### config.mk
export PLATFORM = sky130hd
export DESIGN_NAME = hazard_scheduler_flat
export DESIGN_NICKNAME = d
export VERILOG_FILES = /design/src/rtl/hazard_scheduler_if.sv /design/src/rtl/hazard_scheduler.sv /design/src/flat_wrapper.sv
export SDC_FILE = /design/constraint.sdc
export NUM_CORES = 1
export LEC_CHECK = 0
export ABC_CLOCK_PERIOD_IN_PS = 2800
export BUFFER_PORTS_ARGS = -buffer_cell sky130_fd_sc_hd__buf_2
export CORE_MARGIN = 3
export CORE_UTILIZATION = 50
export CTS_CLUSTER_DIAMETER = 100
export DETAILED_ROUTE_END_ITERATION = 10
export PLACE_DENSITY = 0.82
export SLEW_MARGIN = 30
export SYNTH_ARGS = -nofsm -noshare
export SYNTH_HDL_FRONTEND = slang
export SYNTH_SLANG_ARGS = --single-unit
### constraint.sdc
create_clock -name clk -period 2.8 [get_ports clk]
set_clock_uncertainty 0.15 [all_clocks]
set_input_delay 0.14 -clock clk [delete_from_list [all_inputs] [get_ports clk]]
set_output_delay 0.14 -clock clk [all_outputs]
set_load 0.03 [all_outputs]
### src/rtl/hazard_scheduler_if.sv
// Hazard scheduler bundle: decode-stage operand/destination info, branch and
// memory-busy status from the datapath, and the stall/flush/forward controls
// plus performance counters returned by the scheduler.
// Ports: master = datapath side (drives decode info), slave = hazard_scheduler.
interface hazard_scheduler_if #(
  parameter int CNT_W = 16
);
  // decode-stage instruction info
  logic             id_valid;
  logic [3:0]       id_rn;
  logic [3:0]       id_rm;
  logic [3:0]       id_rs;
  logic             id_use_rn;
  logic             id_use_rm;
  logic             id_use_rs;
  logic [3:0]       id_rd;
  logic             id_wr;
  logic             id_load;
  // execute / memory status
  logic             branch_taken;
  logic             mem_busy;
  // pipeline controls
  logic             stall_if;
  logic             stall_id;
  logic             bubble_ex;
  logic             flush;
  logic [1:0]       sel_A_in;
  logic [1:0]       sel_B_in;
  logic [1:0]       sel_shift_in;
  logic [1:0]       state;
  logic [CNT_W-1:0] stall_count;
  logic [CNT_W-1:0] flush_count;

  modport master (
    output id_valid, id_rn, id_rm, id_rs, id_use_rn, id_use_rm, id_use_rs,
           id_rd, id_wr, id_load, branch_taken, mem_busy,
    input  stall_if, stall_id, bubble_ex, flush, sel_A_in, sel_B_in,
           sel_shift_in, state, stall_count, flush_count
  );

  modport slave (
    input  id_valid, id_rn, id_rm, id_rs, id_use_rn, id_use_rm, id_use_rs,
           id_rd, id_wr, id_load, branch_taken, mem_busy,
    output stall_if, stall_id, bubble_ex, flush, sel_A_in, sel_B_in,
           sel_shift_in, state, stall_count, flush_count
  );
endinterface

### src/rtl/hazard_scheduler.sv
// Pipeline hazard controller: load-use stall, taken-branch flush, memory freeze,
// and registered operand forwarding selects aligned with the instruction in EX.
// Ports: clk, reset (async, active high), bus (hazard_scheduler_if.slave).
module hazard_scheduler #(
  parameter int FLUSH_CYCLES = 2,
  parameter int CNT_W        = 16
) (
  input  logic               clk,
  input  logic               reset,
  hazard_scheduler_if.slave  bus
);

  typedef enum logic [1:0] {
    RUN     = 2'b00,
    LDSTALL = 2'b01,
    FLUSH   = 2'b10,
    FREEZE  = 2'b11
  } state_e;

  typedef struct packed {
    logic       valid;
    logic [3:0] rd;
    logic       wr;
    logic       load;
  } sb_entry_t;

  localparam logic [2:0] FLUSH_RESID = 3'(FLUSH_CYCLES - 1);

  state_e           state_q, state_d;
  state_e           saved_q, saved_d;   // state to resume after a freeze
  state_e           eff_state;
  logic [2:0]       fcnt_q, fcnt_d;     // remaining flush cycles while in FLUSH
  sb_entry_t        ex_q, mem_q, wb_q, ex_d;
  logic [1:0]       sel_a_q, sel_b_q, sel_s_q;
  logic [1:0]       fwd_a, fwd_b, fwd_s;
  logic [CNT_W-1:0] stall_cnt_q, flush_cnt_q;
  logic             load_use;
  logic             stall_if_c, stall_id_c, bubble_c, flush_c, accept_br;

  function automatic logic op_match(input logic use_x, input logic [3:0] x,
                                    input sb_entry_t e);
    return use_x & e.valid & e.wr & (e.rd == x) & (x != 4'hF);
  endfunction

  // A load sitting in MEM has no EX/MEM result yet; its data is taken from
  // the WB write-through path once the consumer reaches EX.
  function automatic logic [1:0] fwd_sel(input logic use_x, input logic [3:0] x,
                                         input sb_entry_t ex, input sb_entry_t mem,
                                         input sb_entry_t wb);
    if (op_match(use_x, x, ex))       return 2'b01;
    else if (op_match(use_x, x, mem)) return mem.load ? 2'b11 : 2'b10;
    else if (op_match(use_x, x, wb))  return 2'b11;
    else                              return 2'b00;
  endfunction

  always_comb begin
    fwd_a = fwd_sel(bus.id_use_rn, bus.id_rn, ex_q, mem_q, wb_q);
    fwd_b = fwd_sel(bus.id_use_rm, bus.id_rm, ex_q, mem_q, wb_q);
    fwd_s = fwd_sel(bus.id_use_rs, bus.id_rs, ex_q, mem_q, wb_q);
  end

  assign load_use = ex_q.load & (op_match(bus.id_use_rn, bus.id_rn, ex_q) |
                                 op_match(bus.id_use_rm, bus.id_rm, ex_q) |
                                 op_match(bus.id_use_rs, bus.id_rs, ex_q));

  // While frozen the saved state governs behaviour in the release cycle, so
  // any residual flush cycle is issued as soon as mem_busy drops.
  always_comb begin
    state_d    = state_q;
    saved_d    = saved_q;
    fcnt_d     = fcnt_q;
    stall_if_c = 1'b0;
    stall_id_c = 1'b0;
    bubble_c   = 1'b0;
    flush_c    = 1'b0;
    accept_br  = 1'b0;
    eff_state  = (state_q == FREEZE) ? saved_q : state_q;

    if (bus.mem_busy) begin
      state_d    = FREEZE;
      if (state_q != FREEZE) saved_d = state_q;
      stall_if_c = 1'b1;
      stall_id_c = 1'b1;
    end else begin
      case (eff_state)
        RUN, LDSTALL: begin
          if (bus.branch_taken) begin
            flush_c   = 1'b1;
            accept_br = 1'b1;
            if (FLUSH_RESID != 3'd0) begin
              state_d = FLUSH;
              fcnt_d  = FLUSH_RESID;
            end else begin
              state_d = RUN;
            end
          end else if ((eff_state == RUN) && load_use) begin
            stall_if_c = 1'b1;
            bubble_c   = 1'b1;
            state_d    = LDSTALL;
          end else begin
            state_d = RUN;
          end
        end
        FLUSH: begin
          // branch_taken is ignored here: the branch itself is being squashed
          flush_c = 1'b1;
          if (fcnt_q <= 3'd1) begin
            state_d = RUN;
            fcnt_d  = 3'd0;
          end else begin
            fcnt_d = fcnt_q - 3'd1;
          end
        end
        default: state_d = RUN;
      endcase
    end
  end

  always_comb begin
    ex_d = '0;
    if (bus.id_valid && !bubble_c && !flush_c) begin
      ex_d.valid = 1'b1;
      ex_d.rd    = bus.id_rd;
      ex_d.wr    = bus.id_wr;
      ex_d.load  = bus.id_load;
    end
  end

  always_ff @(posedge clk or posedge reset) begin
    if (reset) begin
      state_q     <= RUN;
      saved_q     <= RUN;
      fcnt_q      <= 3'd0;
      ex_q        <= '0;
      mem_q       <= '0;
      wb_q        <= '0;
      sel_a_q     <= 2'b00;
      sel_b_q     <= 2'b00;
      sel_s_q     <= 2'b00;
      stall_cnt_q <= '0;
      flush_cnt_q <= '0;
    end else begin
      state_q <= state_d;
      saved_q <= saved_d;
      fcnt_q  <= fcnt_d;
      if (!bus.mem_busy) begin
        wb_q  <= mem_q;
        mem_q <= ex_q;
        ex_q  <= ex_d;
        // bubbles carry no operands, so they load the regfile select
        sel_a_q <= ex_d.valid ? fwd_a : 2'b00;
        sel_b_q <= ex_d.valid ? fwd_b : 2'b00;
        sel_s_q <= ex_d.valid ? fwd_s : 2'b00;
      end
      if (stall_if_c && (stall_cnt_q != '1)) stall_cnt_q <= stall_cnt_q + 1'b1;
      if (accept_br && (flush_cnt_q != '1))  flush_cnt_q <= flush_cnt_q + 1'b1;
    end
  end

  // Combinational controls are forced low while reset is held.
  assign bus.stall_if     = stall_if_c & ~reset;
  assign bus.stall_id     = stall_id_c & ~reset;
  assign bus.bubble_ex    = bubble_c & ~reset;
  assign bus.flush        = flush_c & ~reset;
  assign bus.sel_A_in     = sel_a_q;
  assign bus.sel_B_in     = sel_b_q;
  assign bus.sel_shift_in = sel_s_q;
  assign bus.state        = state_q;
  assign bus.stall_count  = stall_cnt_q;
  assign bus.flush_count  = flush_cnt_q;

endmodule

### src/flat_wrapper.sv
// flat-port wrapper written by rule: the top's interface ports become plain ports
module hazard_scheduler_flat 
#(
  parameter int FLUSH_CYCLES = 2,
  parameter int CNT_W        = 16
)
  (clk, reset, bus_id_valid, bus_id_rn, bus_id_rm, bus_id_rs, bus_id_use_rn, bus_id_use_rm, bus_id_use_rs, bus_id_rd, bus_id_wr, bus_id_load, bus_branch_taken, bus_mem_busy, bus_stall_if, bus_stall_id, bus_bubble_ex, bus_flush, bus_sel_A_in, bus_sel_B_in, bus_sel_shift_in, bus_state, bus_stall_count, bus_flush_count);
  hazard_scheduler_if #(.CNT_W(CNT_W)) bus_i ();
  input  logic clk;
  input  logic reset;
  input wire logic [$bits(bus_i.id_valid)-1:0] bus_id_valid;
  input wire logic [$bits(bus_i.id_rn)-1:0] bus_id_rn;
  input wire logic [$bits(bus_i.id_rm)-1:0] bus_id_rm;
  input wire logic [$bits(bus_i.id_rs)-1:0] bus_id_rs;
  input wire logic [$bits(bus_i.id_use_rn)-1:0] bus_id_use_rn;
  input wire logic [$bits(bus_i.id_use_rm)-1:0] bus_id_use_rm;
  input wire logic [$bits(bus_i.id_use_rs)-1:0] bus_id_use_rs;
  input wire logic [$bits(bus_i.id_rd)-1:0] bus_id_rd;
  input wire logic [$bits(bus_i.id_wr)-1:0] bus_id_wr;
  input wire logic [$bits(bus_i.id_load)-1:0] bus_id_load;
  input wire logic [$bits(bus_i.branch_taken)-1:0] bus_branch_taken;
  input wire logic [$bits(bus_i.mem_busy)-1:0] bus_mem_busy;
  output wire logic [$bits(bus_i.stall_if)-1:0] bus_stall_if;
  output wire logic [$bits(bus_i.stall_id)-1:0] bus_stall_id;
  output wire logic [$bits(bus_i.bubble_ex)-1:0] bus_bubble_ex;
  output wire logic [$bits(bus_i.flush)-1:0] bus_flush;
  output wire logic [$bits(bus_i.sel_A_in)-1:0] bus_sel_A_in;
  output wire logic [$bits(bus_i.sel_B_in)-1:0] bus_sel_B_in;
  output wire logic [$bits(bus_i.sel_shift_in)-1:0] bus_sel_shift_in;
  output wire logic [$bits(bus_i.state)-1:0] bus_state;
  output wire logic [$bits(bus_i.stall_count)-1:0] bus_stall_count;
  output wire logic [$bits(bus_i.flush_count)-1:0] bus_flush_count;
  assign bus_i.id_valid = bus_id_valid;
  assign bus_i.id_rn = bus_id_rn;
  assign bus_i.id_rm = bus_id_rm;
  assign bus_i.id_rs = bus_id_rs;
  assign bus_i.id_use_rn = bus_id_use_rn;
  assign bus_i.id_use_rm = bus_id_use_rm;
  assign bus_i.id_use_rs = bus_id_use_rs;
  assign bus_i.id_rd = bus_id_rd;
  assign bus_i.id_wr = bus_id_wr;
  assign bus_i.id_load = bus_id_load;
  assign bus_i.branch_taken = bus_branch_taken;
  assign bus_i.mem_busy = bus_mem_busy;
  assign bus_stall_if = bus_i.stall_if;
  assign bus_stall_id = bus_i.stall_id;
  assign bus_bubble_ex = bus_i.bubble_ex;
  assign bus_flush = bus_i.flush;
  assign bus_sel_A_in = bus_i.sel_A_in;
  assign bus_sel_B_in = bus_i.sel_B_in;
  assign bus_sel_shift_in = bus_i.sel_shift_in;
  assign bus_state = bus_i.state;
  assign bus_stall_count = bus_i.stall_count;
  assign bus_flush_count = bus_i.flush_count;
  hazard_scheduler #(.FLUSH_CYCLES(FLUSH_CYCLES), .CNT_W(CNT_W)) u_core (.clk(clk), .reset(reset), .bus(bus_i));
endmodule
Word level (Yosys, flattened, before mapping). Cells that the tools add are included.

Add/subtract/negate cells: 3. $lt $le $gt $ge: 1. Muxes and demuxes: 34. Equality and inequality tests: 20. Bitwise gates (word level): 45. Reductions and logical operators: 12.

Operators by type and width (number): $and 1x1->1 (41); $eq 4x4->1 (9); $add 16x1->16 const B (2); $mux 2 (16); $ne 16x16->1 const B (2); $mux 1 (12); $ne 4x4->1 const B (3); $mux 7 (1); $mux 3 (2); $pmux 3 s2 (1); $logic_and 1x1->1 (5); $eq 2x2->1 const B (2); $ne 2x2->1 const B (2); $pmux 2 s2 (1); $le 3x1->1 const B (1); $ne 3x2->1 const B (1); $reduce_and 3->1 (1); $sub 3x1->3 const B (1); $eq 2x1->1 const B (1); $logic_not 1->1 (2); $logic_not 2->1 (1); $not 1->1 (2); $or 1x1->1 (2); $pmux 1 s2 (1); 3 further kinds (3).

Flip-flop bits (word level): 65. Output and inout port bits: 44. Word-level logic and storage cells: 134. Bits of input ports: 26.

Longest topological paths before layout. Gate-level depths: netlist of the first run.

Depth in word-level cells: 17. Mapped depth: 9. Gate-level depth less buffers: 7.

Worst setup path after synthesis of the first run. OpenSTA, ideal clock, no wires.

Kind: flip-flop to output port. Start point: register u_core.ex_q[3] (netlist name). End point: output bus_bubble_ex. Data arrival time: 2163 ps. Slack: 347 ps. Data required time: 2510 ps. Buffers on the path: 1. Cell stages (with the launch flop): 7. Cell sequence: dfrtp_1 > buf_2 > xnor2_1 > nand2_1 > nor4_1 > nor3_1 > nor4_1.

Longest elaborated chain between the ends: 12. Elaborated cells on any way between the ends: 18. Those cells by class: eq/ne (3); mux (4); bitwise (10); reduce/logical (1).

RTL lines: start: declaration (line hazard_scheduler.sv:33) `sb_entry_t ex_q, mem_q, wb_q, ex_d;`; start signal: assignment (line hazard_scheduler.sv:134) `ex_q <= '0;`; start signal: assignment (line hazard_scheduler.sv:149) `ex_q <= ex_d;`; $eq 4x4->1 (line hazard_scheduler.sv:42) `return use_x & e.valid & e.wr & (e.rd == x) & (x != 4'hF);`; $and 1x1->1 (2 in a row) (line hazard_scheduler.sv:42); $or 1x1->1 (line hazard_scheduler.sv:62) `assign load_use = ex_q.load & (op_match(bus.id_use_rn, bus.id_rn, ex_q) |`; $or 1x1->1 * (line hazard_scheduler.sv:63) `op_match(bus.id_use_rm, bus.id_rm, ex_q) |`; $and 1x1->1 * (line hazard_scheduler.sv:62); $logic_and 1x1->1 * (line hazard_scheduler.sv:96) `end else if ((eff_state == RUN) && load_use) begin`; $mux 1 * (line hazard_scheduler.sv:96); $mux 1 * (line hazard_scheduler.sv:87) `if (bus.branch_taken) begin`; $mux 1 * (line hazard_scheduler.sv:85) `case (eff_state)`; $mux 1 * (line hazard_scheduler.sv:79) `if (bus.mem_busy) begin`; $and 1x1->1 * (line hazard_scheduler.sv:163) `assign bus.bubble_ex = bubble_c & ~reset;`; end: declaration (line flat_wrapper.sv:25) `output wire logic [$bits(bus_i.bubble_ex)-1:0] bus_bubble_ex;`.

Every way passes the cells marked *; elsewhere a longest branch is shown, timed or not.

Worst setup path in the final report of the first run.
Start point: register u_core.ex_q[4] (netlist name). End point: output bus_stall_if.

Longest elaborated chain between the ends: 12. Elaborated cells on any way between the ends: 18. Those cells by class: eq/ne (3); mux (4); bitwise (10); reduce/logical (1).

RTL lines: $eq 4x4->1 (line hazard_scheduler.sv:42); $and 1x1->1 (2 in a row) (line hazard_scheduler.sv:42); $or 1x1->1 (line hazard_scheduler.sv:62); $or 1x1->1 * (line hazard_scheduler.sv:63); $and 1x1->1 * (line hazard_scheduler.sv:62); $logic_and 1x1->1 * (line hazard_scheduler.sv:96); $mux 1 * (line hazard_scheduler.sv:96); $mux 1 * (line hazard_scheduler.sv:87); $mux 1 * (line hazard_scheduler.sv:85); $mux 1 * (line hazard_scheduler.sv:79); $and 1x1->1 * (line hazard_scheduler.sv:161) `assign bus.stall_if = stall_if_c & ~reset;`; end: declaration (line flat_wrapper.sv:23) `output wire logic [$bits(bus_i.stall_if)-1:0] bus_stall_if;`.

Marked as above.

==> results of run 1 <==
-- registers in the layout, indices dropped and copies added, names as in the netlist --
register and count:
u_core.wb_q 6, u_core.fcnt_q 3, u_core.bus.sel_A_in 2, u_core.bus.sel_shift_in 2
u_core.bus.state 2, u_core.bus.flush_count 16, u_core.saved_q 2, u_core.bus.stall_count 16
u_core.ex_q 7, u_core.mem_q 7, u_core.bus.sel_B_in 2
-- power by group --
part,internal [W],leakage (nW),switching (W)
logic,0.000379,1.02,0.000533
registers,0.00112,0.869,0.000235
clock network,0.000420,0.0960,0.000346
-- critical path: cells and delay by family (launching register included) --
| kind | cells | cell delay (ns) |
|---|---|---|
| simple gates | 4 | 0.92 |
| flops | 1 | 0.46 |
| buf+inv | 1 | 0.23 |
| compound gates | 1 | 0.21 |
| xor+xnor | 1 | 0.20 |
-- cells by family (layout without fill, tap and decap cells) --
logic type,Yosys count,count (layout),synth area share [%]
XOR/XNOR,66,66,16.6
flip-flops,65,65,46.6
AND/OR/NAND/NOR,122,122,18.8
adder cells (fa/ha/maj),4,4,1.43
AO/OA/AOI/OAI,44,44,9.33
multiplexers,16,16,5.13
buffers and inverters,17,101,2.12
-- synth_stat cells, types with 2 or more instances --
master / n
nand3_1: 17
nor2_1: 17
nor2b_1: 7
o21ai_0: 12
xor2_1: 18
a211oi_1: 3
or4_4: 2
buf_2: 2
ha_1: 4
xnor2_1: 48
and3_1: 13
nor3_1: 7
a21oi_1: 3
a22o_1: 7
dfrtp_1: 65
nand4_1: 8
mux2_2: 14
clkbuf_1: 9
nor4_1: 11
nand2_1: 27
o2111ai_1: 3
o211ai_1: 7
and4_1: 4
and2_1: 2
inv_1: 5
-- area by class of cell --
type / count / area, um2 / share of cell area, %
well taps: 93 / 116 / 2.78
flip-flops and latches: 65 / 1630 / 38.8
clock inverters: 1 / 7.51 / 0.179
clock buffers: 15 / 186 / 4.45
multi-input cells: 252 / 1790 / 42.7
inverters: 5 / 18.8 / 0.448
repair buffers: 80 / 445 / 10.6
-- through the flow --
stage               hold WS (ns)  cell area, um2  power (W)  setup slack, ns  std cells
floorplan                  0.118            3490    0.00200            0.347        334
global placement           0.103            3920    0.00224            0.429        487
detailed placement         0.105            3920    0.00228            0.340        487
CTS                       0.0423            4190    0.00305            0.178        511
global route              0.0875            4190    0.00321           0.0552        511
finish                    0.0582            4190    0.00303            0.167        511
-- worst paths after layout --
path | to | start | slack [ns]
max | bus_stall_if | u_core.ex_q[4]$_DFFE_PP0N_ | 0.17
min | u_core.bus.state[1]$_DFFE_PP0P_ | bus_branch_taken | 0.06
max reg2reg | u_core.bus.stall_count[1]$_DFFE_PP0P_ | u_core.ex_q[4]$_DFFE_PP0N_ | 0.34
min reg2reg | u_core.bus.flush_count[11]$_DFFE_PP0P_ | u_core.bus.flush_count[11]$_DFFE_PP0P_ | 0.33
max in group asynchronous | u_core.mem_q[1]$_DFFE_PP0N_ | reset | 1.55
min in group asynchronous | u_core.fcnt_q[1]$_DFFE_PP0P_ | reset | 0.29
-- layer usage --
metal  global-route usage (%)  share of wire [%]  vias up
met5                        0                  0        -
met4                     6.36                1.8        0
met3                     4.98                5.1       13
met2                     34.7                 50       74
met1                     26.2                 43     1346
li1                         -                  -     1351
-- repair_timing --
| item | CTS | global route |
|---|---|---|
| hold endpoints to repair | 29 | 0 |
| hold buffers | 7 | 0 |
| setup buffers | 1 | 0 |
| setup endpoints to repair | 1 | 0 |
| resized for setup | 0 | 0 |
==> summary.md, run 1 <==
| Metric | Value |
|---|---|
| Worst-Skew Late Latency | 0.34 ns |
| TritonRoute pass-1 iters | 4 |
| Filler cells | 539 |
| Core box area | 0.00657 mm2 |
| Most repeated library cell on the critical path | nor2_1 |
| CP max stage delay | 0.58 ns |
| Ant diodes | 0 |
| Synthesized instance count | 334 |
| Critical path cell sequence | xnor2_1 -> nand2_1 -> or4_4 -> a31oi_4 -> nor2_1 -> nor2_1 -> buf_2 |
| Commonest register cell after synthesis | dfrtp_1 |
| Worst hold stages | 4 |
| Antenna Nets Post-Route | 0 |
| RSZ-0062 raised after global routing | no |
| Clk sink count | 65 |
| Worst-path maximum fanout | 5 |
| CTS tree | yes |
| Drt wl/cell | 15.1 um |
| Hold Path Class | in -> reg |
| Peak Freq | 380 MHz |
| Endpoints failing setup | 0 |
| Die H | 89.5 um |
| Final Hold Fails | 0 |
| Worst-Margin Slew | 0.792 ns |
| Most frequent cells in the layout | buf_2 (69), dfrtp_1 (65), xnor2_1 (48) |
| Placed wire-length estimate | 5800 um |
| Tmin final | 2.63 ns |
| Worst Setup Path Type | reg -> out |
| Layout area overhead | 20.1% |
| Initial Util | 53.1% |
| Yosys cell types | 44 |
| Syn Area/Cell | 10.4 um2 |
| Root Buffer | clkbuf_8 |
| Final worst-path cycle share | 94.0% |
| Inserted Clock Buffers | 9 |
| Via count | 2784 |
| Setup TNS | 0 ns |
| Post-Syn Area | 0.00349 mm2 |
| Sequential area share after synthesis | 46.6% |
| Port Buffers | 69 |
| Worst vdd ir | 0.000410 V |
| Routability Congestion | 0.909 |
| Worst endpoint required time | 2.51 ns |
| First-pass GRT wire length | 12700 um |
| Largest net degree at the start of global routing | 29 |
| Max-Cap Viols | 0 |
| Worst slew margin | 46.7% |
| Ports | 70 |
| # H-tree levels | 3 |
| Top cell type by total area after synthesis | dfrtp_1 |
| Slew Viols, Final | 0 |
| Status | finished, final reports clean |
| Overflow after GRT | 0 |
| Fin nets | 443 |
| YS warnings | 0 |
| Avg Vias per Cell | 5.45 |
| Die ar. | 0.00801 mm2 |
| Die W | 89.5 um |
| Worst Reg2Reg Path Length in Cells | 7 |
| Synth top area cells | dfrtp_1 (47%), xnor2_1 (12%), mux2_2 (4.5%), xor2_1 (4.5%), nand2_1 (2.9%) |
| Layout cell share with drive strength beyond 1 | 25.4% |
| Gr usage total | 20.6% |
| Lkg Pwr | 1.99 nW |
| Critical path's slowest cell | or4_4 |
| Critical Path Start Type | register |
| EDFF count, synth | 0 |
| #FFs+latches synth | 65 |
| Final core occ | 63.8% |
| Commonest non-fill, non-tap cell in the layout | buf_2 |
| Vias in the first global route | 2696 |
| CP arrival | 2.34 ns |
| Syn nets | 364 |
| PwrDens | 724 mW/mm2 |
| FFs w/ async S/R, synth | 100% |
| Starting DRC count in detailed routing | 120 |
| Initial antenna violation count | 0 |
| Max Root-Sink Buffers | 2 |
| Crit end category | primary output |
| Row count | 29 |
| Final wirelength | 7730 um |
| # DRC | 0 |
| Reg clk slew, reported paths | 0.07 ns |
| Top cell type's share of synthesized area | 46.6% |
No activity file was read; power rests on OpenSTA's default activity.
==> run 2, diff against run 1 <==
--- a/config.mk
+++ b/config.mk
@@ -5,7 +5,7 @@
 export SDC_FILE = /design/constraint.sdc
 export NUM_CORES = 1
 export LEC_CHECK = 0
-export ABC_CLOCK_PERIOD_IN_PS = 2800
+export ABC_CLOCK_PERIOD_IN_PS = 2900
 export BUFFER_PORTS_ARGS = -buffer_cell sky130_fd_sc_hd__buf_2
 export CORE_MARGIN = 3
 export CORE_UTILIZATION = 50
==> constraint.sdc (replaced) <==
create_clock -name clk -period 2.9 [get_ports clk]
set_clock_uncertainty 0.15 [all_clocks]
set_input_delay 0.145 -clock clk [delete_from_list [all_inputs] [get_ports clk]]
set_output_delay 0.145 -clock clk [all_outputs]
set_load 0.03 [all_outputs]
==> summary.md, run 2 (synthesized netlist as in run 1, its figures left out) <==
| Metric | Value |
|---|---|
| Clk sink count | 65 (unchanged) |
| Gr usage total | 21.4% (was 20.6%) |
| Root Buffer | clkbuf_8 (unchanged) |
| Worst endpoint required time | 2.61 ns (was 2.51 ns) |
| Sw power | 0.00109 W (was 0.00111 W) |
| # H-tree levels | 3 (unchanged) |
| Setup TNS | 0 ns (unchanged) |
| Worst reg-to-reg setup slack | 0.43 ns (was 0.34 ns) |
| P_int | 0.00177 W (was 0.00192 W) |
| Worst-path maximum fanout | 5 (unchanged) |
| Layout cell share with drive strength beyond 1 | 25.4% (unchanged) |
| Slew Viols, Final | 0 (unchanged) |
| Starting DRC count in detailed routing | 220 (was 120) |
| Initial antenna violation count | 0 (unchanged) |
| Die ar. | 0.00801 mm2 (unchanged) |
| End point of the critical path | bus_stall_if (unchanged) |
| Final Hold Fails | 0 (unchanged) |
| Avg Vias per Cell | 5.51 (was 5.45) |
| Row count | 29 (unchanged) |
| CTS tree | yes (unchanged) |
| Status | finished, final reports clean (unchanged) |
| Largest net degree at the start of global routing | 48 (was 29) |
| Overflow after GRT | 0 (unchanged) |
| Hold Path Class | in -> reg (unchanged) |
| Most frequent cells in the layout | buf_2 (69), dfrtp_1 (65), xnor2_1 (48) (unchanged) |
| Sw Ratio | 38.0% (was 36.8%) |
| Core box area | 0.00657 mm2 (unchanged) |
| CP arrival | 2.33 ns (was 2.34 ns) |
| RSZ-0062 raised after global routing | no (unchanged) |
| Max-Cap Viols | 0 (unchanged) |
| Worst vdd ir | 0.000389 V (was 0.000410 V) |
| Via count | 2817 (was 2784) |
| Tmin final | 2.62 ns |
| First-pass GRT wire length | 13000 um (was 12700 um) |
| Lkg Pwr | 1.98 nW (was 1.99 nW) |
| Register share of total power | 45.7% (was 44.7%) |
| Worst slew margin | 43.1% (was 46.7%) |
| Critical Path Start Type | register (unchanged) |
| Layout area overhead | 19.4% (was 20.1%) |
| Fin nets | 444 (was 443) |
| Worst R2R End | u_core.bus.stall_count[1]$_DFFE_PP0P_ (unchanged) |
| Vias in the first global route | 2715 (was 2696) |
| Final Non-Filler Cells | 511 (unchanged) |
| Final wirelength | 7950 um (was 7730 um) |
| Placed cells | 487 (unchanged) |
| Placed wire-length estimate | 5850 um (was 5800 um) |
| Die H | 89.5 um (unchanged) |
| Reg clk slew, reported paths | 0.07 ns (about the same) |
| Inserted Clock Buffers | 9 (unchanged) |
| Worst hold stages | 4 (unchanged) |
| Worst-Margin Slew | 0.846 ns (was 0.792 ns) |
| Crit end category | primary output (unchanged) |
| Comb pwr share | 31.1% (was 30.1%) |
| # DRC | 0 (unchanged) |
| Filler cells | 538 (was 539) |
| Ports | 70 (unchanged) |
| PwrDens | 687 mW/mm2 (was 724 mW/mm2) |
| Routability Congestion | 0.892 (was 0.909) |
| Max Root-Sink Buffers | 2 (unchanged) |
| Peak Freq | 381 MHz |
| R2R Path Start | u_core.ex_q[3]$_DFFE_PP0N_ (was u_core.ex_q[4]$_DFFE_PP0N_) |
| Worst-Skew Late Latency | 0.35 ns (was 0.34 ns) |
| Final worst-path cycle share | 90.4% |
| Port Buffers | 69 (unchanged) |
| Commonest non-fill, non-tap cell in the layout | buf_2 (unchanged) |
| TritonRoute pass-1 iters | 5 (was 4) |
| Antenna Nets Post-Route | 0 (unchanged) |
| Initial Util | 53.1% (unchanged) |
| Drt wl/cell | 15.6 um (was 15.1 um) |
| Worst Reg2Reg Path Length in Cells | 7 (unchanged) |
| Die W | 89.5 um (unchanged) |
| Endpoints failing setup | 0 (unchanged) |
| Clock share of power | 23.2% (was 25.3%) |
| Launch point of the worst path | u_core.ex_q[3]$_DFFE_PP0N_ (was u_core.ex_q[4]$_DFFE_PP0N_) |
| Ant diodes | 0 (unchanged) |
| Worst Setup Path Type | reg -> out (unchanged) |
[run 2: cell count changes in the layout (fill, tap and decap cells not counted)]
cell	delta
buf_4	+1
clkbuf_8	-3
clkinv_2	+3
inv_2	-1
[run 2: routing by layer]
metal / vias to the layer above / track usage (%) / share of wire (%)
met3: 15 / 4.15 / 4.5
met4: 0 / 10.7 / 2.2
met5: - / 0 / 0
met2: 75 / 35.3 / 49
met1: 1372 / 26.7 / 44
li1: 1355 / - / -
[run 2: layout make-up]
class,instances,area [um2],share of cell area [%]
clock buffer,12,145,3.48
inverter,5,20.0,0.480
clock inverter,3,17.5,0.420
tap,93,116,2.79
timing repair buffer,81,453,10.9
sequential,65,1630,39.0
multi-input combinational,252,1790,42.9
[run 2: repair_timing]
action,4_1_cts,5_1_grt
hold buffers,7,0
gates resized for setup,0,0
endpoints found under the setup margin,0,1
buffers inserted,0,2
endpoints found under the hold margin,51,0
[run 2: worst min path at each step]
stage / start / to / slack (ns)
floorplan: bus_id_load / u_core.ex_q[0]$_DFFE_PP0N_ / 0.12
global placement: bus_id_load / u_core.ex_q[0]$_DFFE_PP0N_ / 0.21
detailed placement: bus_id_rd[2] / u_core.ex_q[4]$_DFFE_PP0N_ / 0.22
CTS: bus_branch_taken / u_core.bus.state[1]$_DFFE_PP0P_ / 0.05
global route: bus_branch_taken / u_core.bus.state[1]$_DFFE_PP0P_ / 0.1
finish: bus_branch_taken / u_core.bus.state[1]$_DFFE_PP0P_ / 0.06
[run 2: stage by stage]
| stage | power [W] | utilization [%] | cell area, um2 | hold slack [ns] | setup slack [ns] |
|---|---|---|---|---|---|
| after floorplan | 0.00193 | - | 3490 | 0.123 | 0.442 |
| after global placement | 0.00216 | 59.6 | 3920 | 0.214 | 0.530 |
| after detailed placement | 0.00221 | 59.6 | 3920 | 0.218 | 0.470 |
| after CTS | 0.00288 | 63.2 | 4150 | 0.0471 | 0.113 |
| after global routing | 0.00305 | 63.4 | 4170 | 0.0955 | 0.106 |
| final | 0.00286 | 63.4 | 4170 | 0.0623 | 0.277 |
[run 2: power groups by stage]
stage	Combinational, W	Clock, W	Sequential, W
floorplan	0.000488	0	0.00144
global placement	0.000852	0	0.00131
detailed placement	0.000888	0	0.00132
CTS	0.000899	0.000682	0.00130
global route	0.000988	0.000718	0.00134
finish	0.000890	0.000664	0.00131
[run 2: worst max-delay path, cell delays in order (launching register included)]
cell and delay (ns):
dfrtp_1 0.44, xnor2_1 0.19, nand2_1 0.10, or4_4 0.57, a31oi_4 0.23, nor2_1 0.08, nor2_1 0.14, buf_2 0.22
